**config.mk**
```make
export PLATFORM = sky130hd
export DESIGN_NAME = alu_serie_param
export DESIGN_NICKNAME = d
export VERILOG_FILES = /design/src/rtl/alu_serie_param.sv
export SDC_FILE = /design/constraint.sdc
export NUM_CORES = 1
export LEC_CHECK = 0
export ABC_AREA = 1
export BUFFER_PORTS_ARGS = -buffer_cell sky130_fd_sc_hd__buf_2
export CORE_UTILIZATION = 60
export DETAILED_ROUTE_END_ITERATION = 8
export PLACE_DENSITY = 0.82
export SLEW_MARGIN = 40
export SYNTH_ARGS = -nofsm -noshare
export SYNTH_HDL_FRONTEND = slang
export SYNTH_SLANG_ARGS = --single-unit
```
**constraint.sdc**
```tcl
create_clock -name clk -period 2.3 [get_ports clk]
set_clock_uncertainty 0.05 [all_clocks]
set_input_delay 0.46 -clock clk [delete_from_list [all_inputs] [get_ports clk]]
set_output_delay 0.46 -clock clk [all_outputs]
set_load 0.005 [all_outputs]
```
**src/rtl/alu_serie_param.sv**
```systemverilog
// rtl/alu_serie_param.sv - bit-serial WIDTH-bit ALU built around a 1-bit add/logic slice
// One operand bit per clock, LSB first; start/busy/done handshake with registered flags.

module alu_serie_slice (
  input  logic       x,
  input  logic       y,
  input  logic       cin,
  input  logic [1:0] op,
  output logic       s,
  output logic       cout
);

  always_comb begin
    s    = x ^ y ^ cin;
    cout = (x & y) | (x & cin) | (y & cin);
    case (op)
      2'b10: begin
        s    = x & y;
        cout = cin;
      end
      2'b11: begin
        s    = x | y;
        cout = cin;
      end
      default: ;
    endcase
  end

endmodule

module alu_serie_param #(
  parameter int WIDTH = 8
) (
  input  logic             clk,
  input  logic             rst_n,
  input  logic             start,
  input  logic [1:0]       op,
  input  logic [WIDTH-1:0] a,
  input  logic [WIDTH-1:0] b,
  output logic             busy,
  output logic             done,
  output logic [WIDTH-1:0] result,
  output logic             carry,
  output logic             zero,
  output logic             overflow
);

  localparam logic [1:0] S_IDLE = 2'd0;
  localparam logic [1:0] S_RUN  = 2'd1;
  localparam logic [1:0] S_DONE = 2'd2;

  localparam logic [1:0] OP_SUB = 2'b01;

  localparam int            CW   = $clog2(WIDTH);
  localparam logic [CW-1:0] LAST = CW'(WIDTH - 1);

  logic [1:0]       state;
  logic [1:0]       op_q;
  logic [WIDTH-1:0] sa;
  logic [WIDTH-1:0] sb;
  logic [WIDTH-1:0] p;
  logic [CW-1:0]    cnt;
  logic             c;
  logic             cin_msb;
  logic             s_bit;
  logic             c_next;
  logic             arith;

  // ADD and SUB share the adder path; op_q[1] selects the bitwise ops.
  assign arith = ~op_q[1];

  alu_serie_slice u_slice (
    .x    (sa[0]),
    .y    (sb[0]),
    .cin  (c),
    .op   (op_q),
    .s    (s_bit),
    .cout (c_next)
  );

  always_ff @(posedge clk or negedge rst_n) begin
    if (!rst_n) begin
      state    <= S_IDLE;
      op_q     <= '0;
      sa       <= '0;
      sb       <= '0;
      p        <= '0;
      cnt      <= '0;
      c        <= 1'b0;
      cin_msb  <= 1'b0;
      busy     <= 1'b0;
      done     <= 1'b0;
      result   <= '0;
      carry    <= 1'b0;
      zero     <= 1'b1;
      overflow <= 1'b0;
    end else begin
      done <= 1'b0;
      case (state)
        S_IDLE: begin
          busy <= start;
          if (start) begin
            // SUB is a + ~b + 1: invert B here and preload the carry.
            sa    <= a;
            sb    <= (op == OP_SUB) ? ~b : b;
            op_q  <= op;
            cnt   <= '0;
            c     <= (op == OP_SUB);
            p     <= '0;
            state <= S_RUN;
          end
        end
        S_RUN: begin
          busy <= 1'b1;
          sa   <= sa >> 1;
          sb   <= sb >> 1;
          p    <= {s_bit, p[WIDTH-1:1]};
          c    <= c_next;
          cnt  <= cnt + 1'b1;
          if (cnt == LAST) begin
            cin_msb <= c;
            state   <= S_DONE;
          end
        end
        S_DONE: begin
          busy     <= 1'b1;
          result   <= p;
          carry    <= arith & c;
          overflow <= arith & (cin_msb ^ c);
          zero     <= (p == '0);
          done     <= 1'b1;
          state    <= S_IDLE;
        end
        default: begin
          busy  <= 1'b0;
          state <= S_IDLE;
        end
      endcase
    end
  end

endmodule

```
==> results.md <==
* DR vias at 1775
* Layout cells sized above 1 at between 10% and 20%
* Initial DRC Count at 83
* Detailed placement HPWL at a little over 3 mm
* Post-synthesis cell area at 2230 um2
* CTS root buffer: clkbuf_8
* Vias in the first global route at between 1500 and 2000
* R2R setup slack at about 0.52 ns
* RSZ-0062 raised after global routing: no
* RR Startpoint: state[1]$_DFFE_PN0P_
* Worst-Skew Late Latency at 0.30 ns
* Clk pwr share at 14.8%
* Syn Nets at 296
* Leakage at 1.37 nW
* Vias per std cell at 5.12
* CP startpoint kind: flop
* Setup TNS at 0 ns
* Clock-pin slew on the worst setup and hold paths at 0.09 ns
* # hold bufs at CTS at 0
* Seq cells post-synth at 46
* GRT Resource Usage Total at 24.4%
* NetSw at 1.46 mW
* Die H at 62.9 um
* Post-Syn Instances at roughly 270
* Critical Path AT at approximately 1.9 ns
* Largest net degree at the start of global routing at 23
* Final WL at 4.21 mm
* Sequential fraction of the synthesis area at slightly above 50%
* Max VDD drop at ~0.63 mV
* DIE WIDTH at between 60 and 70 um
* Num ports at 34
* Number of synthesized flops with an enable pin at 0
* Post-DP Area at 2410 um2
* # setup viols final at 0
* Max cap viols at 0
* Core box area at 3440 um2
* Status: finished, final reports clean
* Row cnt at 21
* Gr ovfl total at 0
* Clk sink count at 46
* Final net count at approximately 330
* Cell-internal power at 1.95 mW
* Final critical-path share of the clock period at 77.2%
* YS warnings at 0
* Final non-filler cell area at 2510 um2
* DRC at 0
* Post_cts resized at 0
* Max FO, Critical Path at 22
* Avg WL per Cell at approximately 12 um
* TritonCTS clock tree: built
* Ranking of synthesized cells by area: dfrtp_1 51%, nand2_1 16%, ha_1 5.1%, inv_1 4.5%, o21ai_0 4.0%
* Worst Reg-to-Reg Cells at 8
* Wire length on met3 at 225 um
* Routed wl met2 at 2.02 mm
* Main synth FF type: dfrtp_1
* CTS max path bufs at 2
* Max-slew headroom at about 72%
* Final Max Tran Viols at 0
* Power, Total at around 3.4 mW
* Gpl congestion at a little over 0.8
* Num CTS Buffers at 5
* Area overhead of the layout relative to synthesis at 12.5%
* Element type at the critical path end: flop
* Top-count cell post-synth: nand2_1
* Fin crit period at 1.78 ns
* Post-synth ARST share at 100%
* Worst hold path class: in -> async
* Yosys top cell area share at 50.5%
* Final ANT Viol Nets at 0
* Highest Signal Layer: met4
* ANT cells at 0
* DR pass1 iterations at 4
* Fmax at 0.563 GHz
* PD cells at 1360 nW/um2
* Synth cell count leaders: 96 x nand2_1, 45 x dfrtp_1, 27 x inv_1
* Core Util, Final at between 70% and 80%
* Initial core utilization at 64.7%
* Sw frac at 42.9%
* Die ar. at 3960 um2
* First-pass GRT wire length at 7.46 mm
* Syn Area/Cell at between 8 and 9 um2
* Final hold violations at 0
* Synth area leader: dfrtp_1
* Synth cell types at 26
* Sequential power share at about two fifths
* IO Port Bufs at 33
* Met1 WL at 1.89 mm
* H-tree Lvls at 2
* Worst slew pin tran at around 0.41 ns
* Initial antenna violation count at 0
* Critical path class: reg -> reg
* Share of total power in combinational logic at 45.0%
* Critical R2R Capture: sb[0]$_DFFE_PN0P_
* Setup Fix Bufs, Post-CTS at 0
* Critical Path RT at ~2.5 ns
## critical path, cell delays in order (launching register included)
cell	delay (ns)
dfrtp_1	0.41
inv_1	0.10
ha_1	0.27
nand2_1	0.18
nand2_4	0.15
inv_2	0.31
nor2_1	0.08
nand2_1	0.06
nand2_1	0.05
## sequential cells by signal (all words and copies together), names as in the netlist, 2 cells and up
signal  cells
cnt         3
op_q        2
p           8
result      8
sa          8
state       2
sb          8
## worst max path at each step
stage / slack [ns] / start / endpoint / cells after the start
after floorplan: 0.88 / state[0]$_DFFE_PN0P_ / sb[2]$_DFFE_PN0P_ / 10
final: 0.52 / state[1]$_DFFE_PN0P_ / sb[0]$_DFFE_PN0P_ / 8
after global routing: 0.36 / state[1]$_DFFE_PN0P_ / sb[0]$_DFFE_PN0P_ / 8
after detailed placement: 0.54 / state[1]$_DFFE_PN0P_ / sb[0]$_DFFE_PN0P_ / 8
after global placement: 0.62 / state[1]$_DFFE_PN0P_ / sb[0]$_DFFE_PN0P_ / 8
after CTS: 0.52 / state[1]$_DFFE_PN0P_ / sb[0]$_DFFE_PN0P_ / 8
## layout by cell type (no fill, tap or decap)
cell | Yosys | final
nand3_1 | 14 | 14
nand3_2 | 1 | 1
buf_4 | 3 | 3
o22ai_1 | 7 | 7
clkbuf_8 | 0 | 5
xnor2_1 | 1 | 1
dfrtp_1 | 45 | 45
a21oi_1 | 4 | 4
clkinvlp_4 | 0 | 1
inv_6 | 0 | 1
dfstp_2 | 1 | 1
nand2_4 | 1 | 1
clkinv_1 | 1 | 1
ha_1 | 9 | 9
inv_1 | 27 | 27
o21ai_0 | 18 | 18
inv_2 | 2 | 2
fa_1 | 1 | 1
nor2_1 | 16 | 16
o211ai_1 | 5 | 5
nand2_2 | 1 | 1
or2_2 | 3 | 3
nand2_1 | 96 | 96
nor3_1 | 1 | 1
a31oi_1 | 1 | 1
nand4_1 | 1 | 1
o21ai_4 | 1 | 1
buf_2 | 3 | 33
clkinv_4 | 0 | 1
## routing by layer
| metal | track usage [%] | up-vias |
|---|---|---|
| li1 | - | 902 |
| met1 | 30.1 | 810 |
| met2 | 41.7 | 55 |
| met3 | 4.56 | 8 |
| met4 | 10.2 | 0 |
| met5 | 0 | - |
## cells by family after synthesis
kind of cell / synth area share (%)
simple gates: 24.6
xor+xnor: 0.393
buf+inv: 7.75
compound gates: 9.60
fa+ha+maj: 5.95
flops: 51.7
## power by group through the flow
| stage | Combinational [mW] | Sequential [mW] | Clock, mW |
|---|---|---|---|
| 6_report | 1.53 | 1.37 | 0.504 |
| 5_1_grt | 1.77 | 1.41 | 0.551 |
| 4_1_cts | 1.54 | 1.37 | 0.514 |
| 2_1_floorplan | 1.21 | 1.36 | 0 |
| 3_3_place_gp | 1.47 | 1.36 | 0 |
| 3_5_place_dp | 1.54 | 1.38 | 0 |
## through the flow
stage | hold slack, ns | setup WS [ns] | instances
6_report | 0.0109 | 0.524 | 347
5_1_grt | 0.0385 | 0.355 | 347
4_1_cts | 0.0146 | 0.521 | 347
3_5_place_dp | 0.346 | 0.541 | 339
3_3_place_gp | 0.341 | 0.618 | 339
2_1_floorplan | 0.114 | 0.879 | 265
## area by class of cell
type / count / area, um2
Clock buffer: 5 / 68.8
Clock inverter: 3 / 25.0
Fill cell: 277 / 935
Inverter: 30 / 113
Multi-Input combinational cell: 181 / 903
Sequential cell: 46 / 1150
Tap cell: 46 / 57.6
Timing Repair Buffer: 36 / 188
Note: power is estimated with default switching activity, not from simulation.
